### src/rtl/fpnew_divsqrt_iter_unit_pkg.sv
`default_nettype none
// ============================================================================
// Module  : fpnew_divsqrt_iter_unit_pkg
// Brief   : Shared types and helpers for the iterative divsqrt mantissa engine.
// Revision: 1.0 - initial release
// ============================================================================
package fpnew_divsqrt_iter_unit_pkg;

    typedef enum logic [2:0] {
        FP32    = 3'd0,
        FP64    = 3'd1,
        FP16    = 3'd2,
        FP8     = 3'd3,
        FP16ALT = 3'd4
    } fp_format_e;

    typedef enum logic [1:0] {
        S_IDLE = 2'd0,
        S_BUSY = 2'd1,
        S_DONE = 2'd2
    } divsqrt_state_e;

    function automatic int unsigned man_bits(input fp_format_e fmt);
        case (fmt)
            FP32:    return 23;
            FP64:    return 52;
            FP16:    return 10;
            FP8:     return 2;
            FP16ALT: return 7;
            default: return 52;
        endcase
    endfunction

    // Hidden bit plus guard and round bits on top of the stored mantissa.
    function automatic int unsigned divsqrt_num_iter(input fp_format_e fmt);
        return man_bits(fmt) + 3;
    endfunction

endpackage
`default_nettype wire

### src/rtl/fpnew_divsqrt_iter_step.sv
`default_nettype none
// ============================================================================
// Module  : fpnew_divsqrt_iter_step
// Brief   : One combinational radix-2 restoring step shared by div and sqrt.
// Revision: 1.0 - initial release
// ============================================================================
module fpnew_divsqrt_iter_step
    import fpnew_divsqrt_iter_unit_pkg::*;
#(
    parameter  int unsigned MANT_WIDTH = 53,
    localparam int unsigned RES_WIDTH  = MANT_WIDTH + 2,
    localparam int unsigned REM_WIDTH  = RES_WIDTH + 2
) (
    input  logic                  i_sqrt,
    input  logic [REM_WIDTH-1:0]  i_rem,
    input  logic [RES_WIDTH-1:0]  i_root,
    input  logic [MANT_WIDTH-1:0] i_divisor,
    input  logic [1:0]            i_pair,
    output logic [REM_WIDTH-1:0]  o_rem,
    output logic                  o_digit
);

    logic [REM_WIDTH-1:0] w_rem_sh;
    logic [REM_WIDTH-1:0] w_sub;
    logic [REM_WIDTH-1:0] w_sel;
    logic [REM_WIDTH:0]   w_diff;

    // Sqrt brings in the next radicand bit pair and trials 4Q+1; div trials B
    // and doubles the remainder afterwards so it is ready for the next bit.
    always_comb begin
        w_rem_sh = i_sqrt ? {i_rem[REM_WIDTH-3:0], i_pair} : i_rem;
        w_sub    = i_sqrt ? {i_root, 2'b01} : REM_WIDTH'(i_divisor);
        w_diff   = {1'b0, w_rem_sh} - {1'b0, w_sub};
        o_digit  = ~w_diff[REM_WIDTH];
        w_sel    = o_digit ? w_diff[REM_WIDTH-1:0] : w_rem_sh;
        o_rem    = i_sqrt ? w_sel : {w_sel[REM_WIDTH-2:0], 1'b0};
    end

endmodule
`default_nettype wire

### src/rtl/fpnew_divsqrt_iter_unit.sv
`default_nettype none
// ============================================================================
// Module  : fpnew_divsqrt_iter_unit
// Brief   : Radix-2 iterative mantissa divider / square root, one bit per cycle.
// Revision: 1.0 - initial release
// ============================================================================
module fpnew_divsqrt_iter_unit
    import fpnew_divsqrt_iter_unit_pkg::*;
#(
    parameter  int unsigned MANT_WIDTH = 53,
    localparam int unsigned RES_WIDTH  = MANT_WIDTH + 2,
    localparam int unsigned CNT_WIDTH  = $clog2(RES_WIDTH + 1)
) (
    input  logic                  clk_i,
    input  logic                  rst_i,
    input  logic                  div_start_i,
    input  logic                  sqrt_start_i,
    input  logic [MANT_WIDTH-1:0] mant_a_i,
    input  logic [MANT_WIDTH-1:0] mant_b_i,
    input  logic                  exp_odd_i,
    input  logic [CNT_WIDTH-1:0]  num_iter_i,
    input  logic                  kill_i,
    output logic                  ready_o,
    output logic                  done_o,
    output logic [RES_WIDTH-1:0]  result_o,
    output logic                  sticky_o
);

    localparam int unsigned REM_WIDTH = RES_WIDTH + 2;
    // Radicand fraction is padded to an even bit count so it splits into pairs.
    localparam int unsigned RAD_PAD   = (MANT_WIDTH - 1) % 2;
    localparam int unsigned RAD_WIDTH = MANT_WIDTH + 1 + RAD_PAD;
    localparam logic [CNT_WIDTH-1:0] C_MAX_ITER = CNT_WIDTH'(RES_WIDTH);
    localparam logic [CNT_WIDTH-1:0] C_ONE      = CNT_WIDTH'(1);

    divsqrt_state_e        r_state;
    divsqrt_state_e        w_state_next;
    logic [CNT_WIDTH-1:0]  r_cnt;
    logic [CNT_WIDTH-1:0]  w_n_clamp;
    logic                  r_sqrt;
    logic [REM_WIDTH-1:0]  r_rem;
    logic [REM_WIDTH-1:0]  w_rem_next;
    logic [RAD_WIDTH-1:0]  r_rad;
    logic [RAD_WIDTH-1:0]  w_rad_next;
    logic [RAD_WIDTH-1:0]  w_radicand;
    logic [MANT_WIDTH-1:0] r_divisor;
    logic [RES_WIDTH-1:0]  r_res;
    logic                  r_sticky;
    logic                  w_digit;
    logic                  w_accept;
    logic                  w_last;

    assign ready_o  = (r_state == S_IDLE) || (r_state == S_DONE);
    assign done_o   = (r_state == S_DONE);
    assign result_o = r_res;
    assign sticky_o = r_sticky;

    assign w_accept   = ready_o & (div_start_i | sqrt_start_i) & ~kill_i;
    assign w_last     = (r_state == S_BUSY) && (r_cnt == C_ONE);
    assign w_rad_next = r_rad << 2;
    assign w_radicand = RAD_WIDTH'(exp_odd_i ? {mant_a_i, 1'b0} : {1'b0, mant_a_i}) << RAD_PAD;

    always_comb begin
        w_n_clamp = num_iter_i;
        if (num_iter_i == '0) begin
            w_n_clamp = C_ONE;
        end else if (num_iter_i > C_MAX_ITER) begin
            w_n_clamp = C_MAX_ITER;
        end
    end

    always_comb begin
        w_state_next = r_state;
        case (r_state)
            S_IDLE:  if (w_accept) w_state_next = S_BUSY;
            S_BUSY:  if (w_last) w_state_next = S_DONE;
            S_DONE:  w_state_next = w_accept ? S_BUSY : S_IDLE;
            default: w_state_next = S_IDLE;
        endcase
        if (kill_i) begin
            w_state_next = S_IDLE;
        end
    end

    always_ff @(posedge clk_i) begin
        if (rst_i) begin
            r_state <= S_IDLE;
        end else begin
            r_state <= w_state_next;
        end
    end

    fpnew_divsqrt_iter_step #(
        .MANT_WIDTH (MANT_WIDTH)
    ) u_step (
        .i_sqrt    (r_sqrt),
        .i_rem     (r_rem),
        .i_root    (r_res),
        .i_divisor (r_divisor),
        .i_pair    (r_rad[RAD_WIDTH-1 -: 2]),
        .o_rem     (w_rem_next),
        .o_digit   (w_digit)
    );

    // Result bits shift in MSB first; r_res doubles as the partial root.
    always_ff @(posedge clk_i) begin
        if (rst_i) begin
            r_cnt     <= '0;
            r_sqrt    <= 1'b0;
            r_rem     <= '0;
            r_rad     <= '0;
            r_divisor <= '0;
            r_res     <= '0;
            r_sticky  <= 1'b0;
        end else if (w_accept) begin
            r_cnt     <= w_n_clamp;
            r_sqrt    <= sqrt_start_i & ~div_start_i;
            r_rem     <= div_start_i ? REM_WIDTH'(mant_a_i) : '0;
            r_rad     <= div_start_i ? '0 : w_radicand;
            r_divisor <= mant_b_i;
            r_res     <= '0;
            r_sticky  <= 1'b0;
        end else if ((r_state == S_BUSY) && !kill_i) begin
            r_cnt <= r_cnt - C_ONE;
            r_rem <= w_rem_next;
            r_rad <= w_rad_next;
            r_res <= {r_res[RES_WIDTH-2:0], w_digit};
            // Unconsumed radicand bits also make a root inexact.
            if (w_last) begin
                r_sticky <= (w_rem_next != '0) | (r_sqrt & (w_rad_next != '0));
            end
        end
    end

endmodule
`default_nettype wire
### config.mk
export PLATFORM = sky130hd
export DESIGN_NAME = fpnew_divsqrt_iter_unit
export DESIGN_NICKNAME = d
export VERILOG_FILES = /design/src/rtl/fpnew_divsqrt_iter_unit_pkg.sv /design/src/rtl/fpnew_divsqrt_iter_step.sv /design/src/rtl/fpnew_divsqrt_iter_unit.sv
export SDC_FILE = /design/constraint.sdc
export NUM_CORES = 1
export LEC_CHECK = 0
export BUFFER_PORTS_ARGS = -buffer_cell sky130_fd_sc_hd__buf_2
export CAP_MARGIN = 20
export CORE_MARGIN = 5
export CORE_UTILIZATION = 60
export DETAILED_ROUTE_END_ITERATION = 8
export HOLD_SLACK_MARGIN = 0.05
export PLACE_DENSITY = 0.78
export REMOVE_ABC_BUFFERS = 1
export SLEW_MARGIN = 10
export SYNTH_ARGS = -nofsm -noshare
export SYNTH_HDL_FRONTEND = slang
export SYNTH_HIERARCHICAL = 1
export SYNTH_SLANG_ARGS = --single-unit
### constraint.sdc
create_clock -name clk_i -period 11.15 [get_ports clk_i]
set_input_delay 2.23 -clock clk_i [delete_from_list [all_inputs] [get_ports clk_i]]
set_output_delay 2.23 -clock clk_i [all_outputs]
set_load 0.02 [all_outputs]
# --- After elaboration in Yosys (flattened, before gate mapping) ---
# Index checks and enable logic that the tools add are counted.
totals:
  elab_cells: 57
  ff_bits: 229
  inputBits: 118
  output_inout_bits: 58
classes:
  mux: 19
  n_bitwise: 9
  n_reduce_logical: 13
  addsub: 2
  order_cmp: 1
  n_eq_ne: 5
ops:
  columns: ["op", "count"]
  rows:
  - ["$mux 57", 6]
  - ["$mux 54", 4]
  - ["$sub 57x57->58", 1]
  - ["$reduce_bool 57->1", 1]
  - ["$reduce_bool 54->1", 1]
  - ["$mux 53", 1]
  - ["$mux 6", 4]
  - ["$eq 6x1->1 const B", 1]
  - ["$gt 6x6->1 const B", 1]
  - ["$logic_not 6->1", 1]
  - ["$pmux 2 s3", 1]
  - ["$sub 6x1->6 const B", 1]
  - ["$and 1x1->1", 4]
  - ["$mux 2", 2]
  - ["$ne 2x2->1 const B", 2]
  - ["$reduce_and 2->1", 2]
  - ["$reduce_or 2->1", 2]
  - ["$not 1->1", 3]
  - ["$eq 2x1->1 const B", 1]
  - ["$eq 2x2->1 const B", 1]
  - ["$logic_and 1x1->1", 2]
  - ["$logic_not 2->1", 1]
  - ["$or 1x1->1", 2]
  - ["$reduce_bool 2->1", 1]
  - ["other kinds (3)", 3]

# --- Logic depth before layout (Yosys ltp) ---
# Gate-level depths: netlist (run 1).
depth:
  ltp_word: 6
  depth_mapped: 22
  ltp_nobuf: 18

# --- Cells and area by module ---
# Netlist (run 1), hierarchy kept.
by_module_without_submodules:
  columns: ["mod", "seq_area_each_um2", "n_inst", "cells_per_inst", "area_each_um2"]
  rows:
  - ["fpnew_divsqrt_iter_unit", 4584.4, 1, 1122, 9520.4]
  - ["fpnew_divsqrt_iter_step", 0.0, 1, 769, 6323.6]

# --- Worst setup path before layout (run 1) ---
# OpenSTA, ideal clock, no wires.
synth_timing:
  path_kind: "reg2reg"
  start: "register r_sqrt"
  end: "register r_sticky, in the netlist sticky_o"
  path_stages_with_launch: 21
  path_slack_ns: 6.025
  path_buffers: 5
  setup_time_ns: 0.120
  arrival_ns: 5.005
  t_required_ns: 11.030
  synth_period_minus_slack_ns: 5.125
  cell_sequence: "dfxtp_1 -> clkbuf_1 -> buf_1 -> clkbuf_1 -> mux2_2 -> ha_1 -> buf_4 -> nand4_2 -> nor4_4 -> nand2_2 -> nor4_4 -> a2111oi_2 -> o31a_4 -> clkinv_4 -> buf_4 -> mux4_2 -> nor4_1 -> nand4_1 -> nor4_1 -> and3_1 -> nor3_1"
synth_between:
  elab_chain_len: 6
  elab_cells_between_ends: 8
  cone_classes: "add/sub (1); mux (4); bitwise (2); reduce/logical (1)"
synth_rtl:
  columns: ["item", "line", "rtl"]
  rows:
  - ["start, declared", "fpnew_divsqrt_iter_unit.sv:40", "logic r_sqrt;"]
  - ["start signal, assigned", "fpnew_divsqrt_iter_unit.sv:117", "r_sqrt <= sqrt_start_i & ~div_start_i;"]
  - ["$mux 57 (on tied branches)", "fpnew_divsqrt_iter_step.sv:31, fpnew_divsqrt_iter_step.sv:32", null]
  - ["$sub 57x57->58", "fpnew_divsqrt_iter_step.sv:33", "w_diff = {1'b0, w_rem_sh} - {1'b0, w_sub};"]
  - ["$mux 57", "fpnew_divsqrt_iter_step.sv:35", "w_sel = o_digit ? w_diff[REM_WIDTH-1:0] : w_rem_sh;"]
  - ["$mux 57 *", "fpnew_divsqrt_iter_step.sv:36", "o_rem = i_sqrt ? w_sel : {w_sel[REM_WIDTH-2:0], 1'b0};"]
  - ["named net w_rem_next[29]", "fpnew_divsqrt_iter_unit.sv:42", "logic [REM_WIDTH-1:0] w_rem_next;"]
  - ["$reduce_bool 57->1 *", "fpnew_divsqrt_iter_unit.sv:130", "r_sticky <= (w_rem_next != '0) | (r_sqrt & (w_rad_next != '0));"]
  - ["$or 1x1->1 *", "fpnew_divsqrt_iter_unit.sv:130", null]
  - ["end signal, assigned", "fpnew_divsqrt_iter_unit.sv:130", null]
  - ["end, declared", "fpnew_divsqrt_iter_unit.sv:48", "logic r_sticky;"]
# The timed path passes the listed nets; every way through them passes the cells marked *.
# A chain may end at the register's enable or synchronous reset.

# --- Final worst setup path (run 1) ---
# Ends and elaborated chain as after synthesis.

==> out/results.txt, run 1 <==
Cell Count, Final, Fillers Out: 2325
CORE AREA: 26100 um2
final period utilization: 60.0%
Nets: 2148
routed via count divided by cell count: 6.53
H-tree depth: 1
n_diodes: 0
DRC viols: 0
Syn Inst Count: 1891
CTS Hold Buffers Added: 0
Pwr Density: 189 nW/um2
critical path's most frequent cell: nor4_1
Hold Crit Class: reg2reg
Clock Path Buffers: 3
Worst-Margin Slew: 1.06 ns
1st-pass router iterations: 5
worst-skew pair later-pin latency: 0.54 ns
Pwr Total: 3340 uW
leak pwr: 0.00730 uW
Yosys cell types: 85
final core utilization: 67.7%
# clock sinks: 229
Mapped Area: 15800 um2
vias in the first global route: 14500
global route total overflow: 0
hold wc startpoint: r_divisor[48]
Critical Path Start Type: register
sequential area share after synthesis: 28.9%
synth warn: 6
first-pass GRT wire length: 77100 um
initial antenna violation count: 1
max-cap viol count: 0
Final Hold Vio Count: 0
routed length per instance: 20.7 um
status: finished, final reports clean
Critical Path Source: r_sqrt
reg-to-reg slack, setup: 4.46 ns
Cell Chain, Critical Path: buf_12 > mux2_2 > ha_1 > a21o_1 > a31oi_1 > o21ai_0 > o21a_1 > a2111oi_2 > o31a_4 > clkinv_4 > mux4_2 > nor4_1 > nand4_1 > nor4_1 > and3_1 > nor3_1
RD Place Congestion: 0.982
Num CTS Buffers: 26
Final Max Tran Viols: 0
Rel. slew slack: 29.1%
post-synth top area cell: dfxtp_1
GRT Resource Usage Total: 30.4%
main area contributors after synthesis: dfxtp_1, mux2i_1, nand2_1
die width: 173 um
TritonCTS clock tree: yes
Crit. End Element: register
hpwl dp: 34200 um
Clock Tree Root: clkbuf_16
final worst setup slack: 4.46 ns
Worst path max stage delay: 0.77 ns
Iter 0 DRT Violations: 1668
Final min period: 6.69 ns
ANT nets after route: 0
vias: 15200
full die area: 29800 um2
CP max-delay cell: nor4_1
clock slew at reported path FFs: 0.06 ns
final setup fails: 0
effective utilization at floorplan: 60.8%
I/O pin cnt: 176
Post-synth EDFFs: 0
area share of the largest cell type after synthesis: 28.9%
Highest Clock Rate: 150 MHz
maximum vdd drop: 0.138 mV
Area Growth Syn to Fin: 11.3%
ys async rst share: 0%
Max Fanout on Critical Path: 159
flops & latches, synth: 229
Max Clock Skew: 0.00877 ns
drt total wl: 48100 um
number of instances in the placed design: 2277
Post-CTS Resized: 0
hold slack: 0.451 ns
largest net degree at the start of global routing: 160
share of layout cells above drive strength 1: 18.7%
Crit path required time: 11.56 ns
DIE HEIGHT: 173 um
Crit path arrival time: 7.10 ns
Synth Area per Inst: 8.38 um2
num rows: 59
Top FF cell, synth: dfxtp_1
RSZ-0062 raised after global routing: no
pre-CTS setup slack: 4.70 ns
Reg-to-Reg Start: r_sqrt
post-CTS setup buffers: 0
WS Path Type: reg2reg
PortBufs: 175
==> cells in the mapped netlist, drive strengths merged, types with 3 or more instances <==
cell and count:
a21boi 8, inv 23, nand4 29, or2 6, o211ai 5, a2111oi 7
nor2b 5, nor4 37, o221ai 3, buf 51, or3 6, o21bai 13
mux4 48, a21o 19, mux2 56, and2 8, a211oi 13, o21ai 42
nor2 110, o21a 10, xor2 20, ha 59, nand3 18, a31oi 6
nand2 351, mux2i 159, a21oi 245, o31ai 3, or4 3, o22ai 3
a22oi 59, or3b 3, dfxtp 229, clkbuf 86, a32oi 9, xnor2 28
nor3b 4, nor3 20, and3 4, o22a 51
==> per-stage QoR <==
stage	TNS (ns)	instance area [um2]
2_1_floorplan	-58.66	15200
3_3_place_gp	0	16700
3_5_place_dp	0	16700
4_1_cts	0	17600
5_1_grt	0	17600
6_report	0	17600
==> placed cells by master, fill, tap and decap left out, drive strengths merged, types with 9 or more instances in the layout <==
master,n
o22a,51
ha,59
a21o,19
dfxtp,229
buf,188
mux4,48
nor4,37
mux2,56
nor2,110
a21oi,245
nand4,29
o21bai,13
xor2,20
a211oi,13
inv,24
a32oi,9
nor3,20
clkbuf,34
nand3,18
o21a,10
a22oi,59
o21ai,42
mux2i,159
nand2,351
xnor2,28
==> registers in the layout, summed over array words and instances, names as in the netlist <==
signal,flops
r_cnt,6
r_rem,57
r_sqrt,1
sticky_o,1
r_divisor,53
r_state,2
result_o,55
r_rad,54
==> power breakdown <==
group / total [uW] / switching [uW] / leakage, uW / internal [uW]
Clock: 952 / 362 / 0.000474 / 590
Combinational: 1480 / 877 / 0.00496 / 604
Sequential: 903 / 44.6 / 0.00186 / 858
==> final cells by class <==
cell class / instances / area (um2)
fillers: 2218 / 8430
flip-flops and latches: 229 / 4590
multi-input cells: 1501 / 10600
well taps: 335 / 419
repair buffers: 188 / 988
inverters: 24 / 95.1
clock buffers: 34 / 752
clock inverters: 14 / 205
==> worst max-delay path, delay by kind of cell (launching register included) <==
kind	cells	cell delay (ns)
AO/OA/AOI/OAI	6	1.84
AND/OR/NAND/NOR	5	1.46
buffers and inverters	2	1.17
adder cells (fa/ha/maj)	1	0.43
multiplexers	2	0.92
flip-flops	1	0.53
==> worst paths after layout <==
path | to | cells past startpoint
worst min register to register | r_divisor[48] | 2
worst min-delay path | r_divisor[48] | 2
worst max-delay path | sticky_o | 16
worst max register to register | sticky_o | 16
==> kinds of logic after synthesis <==
logic type	share of synthesized area, %
XOR/XNOR	2.65
AO/OA/AOI/OAI	21.1
multiplexers	20.8
adder cells (fa/ha/maj)	4.79
buffers and inverters	4.45
flip-flops	28.9
AND/OR/NAND/NOR	17.2
==> per-layer routing <==
metal / share of wire [%] / vias to the layer above / wire [um] / track usage (%)
li1: - / 7115 / - / -
met1: 42 / 7284 / 20400 / 41.8
met2: 46 / 666 / 22100 / 48.9
met3: 8.8 / 104 / 4220 / 6.34
met4: 3.0 / 2 / 1420 / 8.15
met5: 0.023 / - / 11 / 0
Power figures use the tool's default switching activity.
==> run 2, diff against run 1 <==
--- a/config.mk
+++ b/config.mk
@@ -8,10 +8,10 @@
 export BUFFER_PORTS_ARGS = -buffer_cell sky130_fd_sc_hd__buf_2
 export CAP_MARGIN = 20
 export CORE_MARGIN = 5
-export CORE_UTILIZATION = 60
+export CORE_UTILIZATION = 54
 export DETAILED_ROUTE_END_ITERATION = 8
 export HOLD_SLACK_MARGIN = 0.05
-export PLACE_DENSITY = 0.78
+export PLACE_DENSITY = 0.74
 export REMOVE_ABC_BUFFERS = 1
 export SLEW_MARGIN = 10
 export SYNTH_ARGS = -nofsm -noshare
==> constraint.sdc (replaced) <==
create_clock -name clk_i -period 5.9 [get_ports clk_i]
set_input_delay 1.18 -clock clk_i [delete_from_list [all_inputs] [get_ports clk_i]]
set_output_delay 1.18 -clock clk_i [all_outputs]
set_load 0.02 [all_outputs]
==> run 2 against run 1 <==
  * First-iteration DRC count shrank 5.9%
  * Non-clock buffer count grew 41
  * Flip-flop and latch count stayed put
  * Total power increased by 98%
  * Hold slack gained 0.0020 ns
==> out/results.txt, run 2 (synthesis results as in run 1) <==
Final Hold Vio Count: 0 (unchanged)
Worst path max stage delay: 0.62 ns (-0.15 ns)
final period utilization: 95.0% (+35 points)
GRT Resource Usage Total: 29.3% (-1.1 points)
hpwl dp: 37300 um (+8.9%)
met3 usage in global routing: 3.44% (-2.9 points)
multi-input logic area: 10600 um2 (+0.22%)
commonest non-fill, non-tap cells in the layout: nand2_1, a21oi_1, dfxtp_1, buf_2, mux2i_1
max reg flops: 57 (unchanged)
Crit path required time: 6.31 ns (-5.25 ns)
routed length per instance: 20.9 um (+1.1%)
Final Max Tran Viols: 0 (unchanged)
Crit path arrival time: 6.01 ns (-1.09 ns)
TritonCTS clock tree: yes
Top reg by flops: r_rem
Nets: 2189 (+1.9%)
worst-skew pair later-pin latency: 0.54 ns (about the same)
clock slew at reported path FFs: 0.06 ns (about the same)
full die area: 32900 um2 (+10%)
Clock Tree Root: clkbuf_16
status: finished, final reports clean
number of instances in the placed design: 2366 (+3.9%)
DRC viols: 0 (unchanged)
vias: 15300 (+0.95%)
share of layout cells above drive strength 1: 20.2% (+1.5 points)
Cell Chain, Critical Path: buf_12 > buf_4 > mux2i_1 > ha_1 > a21o_1 > a21oi_1 > o21ai_0 > a31oi_1 > nand2_1 > a2111oi_4 > o31a_4 > clkinv_4 > mux4_2 > nor4_1 > buf_4 > nand4_1 > nor4_1 > and3_1 > nor3_1
GR Util met1: 42.5% (+0.61 points)
Critical Path Start Type: register
vias in the first global route: 14500 (unchanged)
Crit. End Element: register
worst path bufs/invs: 4 (+2)
Highest Clock Rate: 178 MHz (+19%)
CTS Hold Buffers Added: 0 (unchanged)
ANT nets after route: 0 (unchanged)
1st-pass router iterations: 5 (unchanged)
initial antenna violation count: 0 (-1)
gr busiest metal: met2
Iter 0 DRT Violations: 1569 (-5.9%)
Fillers: 2610 (+18%)
drt total wl: 50600 um (+5.0%)
Worst-Margin Slew: 1.02 ns (-0.0469 ns)
CP max-delay cell: dfxtp_4
setup TNS: 0 ns (unchanged)
Clock Path Buffers: 3 (unchanged)
Hold Crit Class: reg2reg
final worst setup slack: 0.297 ns (-4.17 ns)
largest net degree at the start of global routing: 93 (-42%)
die width: 181 um (+5.1%)
effective utilization at floorplan: 54.9% (-5.9 points)
Rel. slew slack: 32.2% (+3.1 points)
Cell Count, Final, Fillers Out: 2414 (+3.8%)
I/O pin cnt: 176 (unchanged)
instance area at placement: 17100 um2 (+2.5%)
Area Growth Syn to Fin: 14.5%
num rows: 62 (+5.1%)
Final Instance Area: 18100 um2 (+2.8%)
leak pwr: 0.00753 uW (+3.2%)
Num CTS Buffers: 26 (unchanged)
DIE HEIGHT: 181 um (+5.1%)
Max Fanout on Critical Path: 36 (-77%)
WS Path Type: reg2reg
maximum vdd drop: 0.216 mV (+56%)
routing usage on met2: 46.9% (-2.0 points)
Pwr Total: 6610 uW (+98%)
Max Clock Skew: 0.0186 ns (+0.00982 ns)
first-pass GRT wire length: 80400 um (+4.2%)
H-tree depth: 1 (unchanged)
CORE AREA: 28900 um2 (+11%)
Worst path top cell family by delay: compound AO/OA/AOI/OAI gates
Final min period: 5.60 ns (-1.08 ns)
max-cap viol count: 0 (unchanged)
final setup fails: 0 (unchanged)
n_diodes: 0 (unchanged)
routed via count divided by cell count: 6.34 (-2.8%)
pre-CTS setup slack: -0.248 ns (-4.95 ns)
global route total overflow: 0 (unchanged)
RD Place Congestion: 1.01 (+2.4%)
register area: 4590 um2 (unchanged)
PortBufs: 175 (unchanged)
most common cell after layout, fill and taps aside: nand2_1
RSZ-0062 raised after global routing: no
Pwr Density: 364 nW/um2 (+93%)
# clock sinks: 229 (unchanged)
run 2: cell types whose count changed in the layout (fill, tap and decap cells not counted), moves of 2 or more:
cell       change
buf_12         +5
buf_4         +36
bufinv_16      +3
clkbuf_1       +4
clkbuf_8       -2
clkinv_2       -5
run 2: metal layers:
layer,wire length (um),vias up
met5,0,-
met4,1200,0
met3,3490,86
met2,23300,633
met1,22600,7397
li1,-,7199
run 2: what timing repair did:
item                                    4_1_cts  5_1_grt
endpoints found under the setup margin        1        1
buffers inserted                              1        0
pin swaps                                     0        0
cloned                                        0        0
gates resized for setup                       1        2
run 2: final timing paths:
check | cells after the start | to | slack [ns] | startpoint
min | 2 | r_divisor[46] | 0.45 | r_divisor[46]
max reg2reg | 19 | sticky_o | 0.30 | r_sqrt
min reg2reg | 2 | r_divisor[46] | 0.45 | r_divisor[46]
max | 19 | sticky_o | 0.30 | r_sqrt
run 2: power breakdown:
group	internal (uW)	switching [uW]
Sequential	1620	87.7
Clock	1220	669
Combinational	1260	1740
Total	4110	2500
run 2: layout make-up:
class                           instances  area share (%)
Clock buffer                           36            4.08
Clock inverter                         11            1.45
Inverter                               24           0.524
Multi-Input combinational cell       1501            58.5
Sequential cell                       229            25.3
Tap cell                              384            2.65
Timing Repair Buffer                  229            7.49
run 2: worst reg2reg max path, stage by stage, from the launching register on:
cell and delay, ns:
dfxtp_4 0.62, buf_12 0.23, buf_4 0.19, mux2i_1 0.25
ha_1 0.34, a21o_1 0.21, a21oi_1 0.28, o21ai_0 0.14
a31oi_1 0.34, nand2_1 0.15, a2111oi_4 0.45, o31a_4 0.23
clkinv_4 0.28, mux4_2 0.45, nor4_1 0.47, buf_4 0.19
nand4_1 0.14, nor4_1 0.27, and3_1 0.19, nor3_1 0.05
run 2: stage by stage:
stage	util, %	hold WS (ns)
2_1_floorplan	-	0.425
3_3_place_gp	59.2	0.441
3_5_place_dp	59.2	0.446
4_1_cts	62.8	0.454
5_1_grt	62.8	0.466
6_report	62.8	0.453
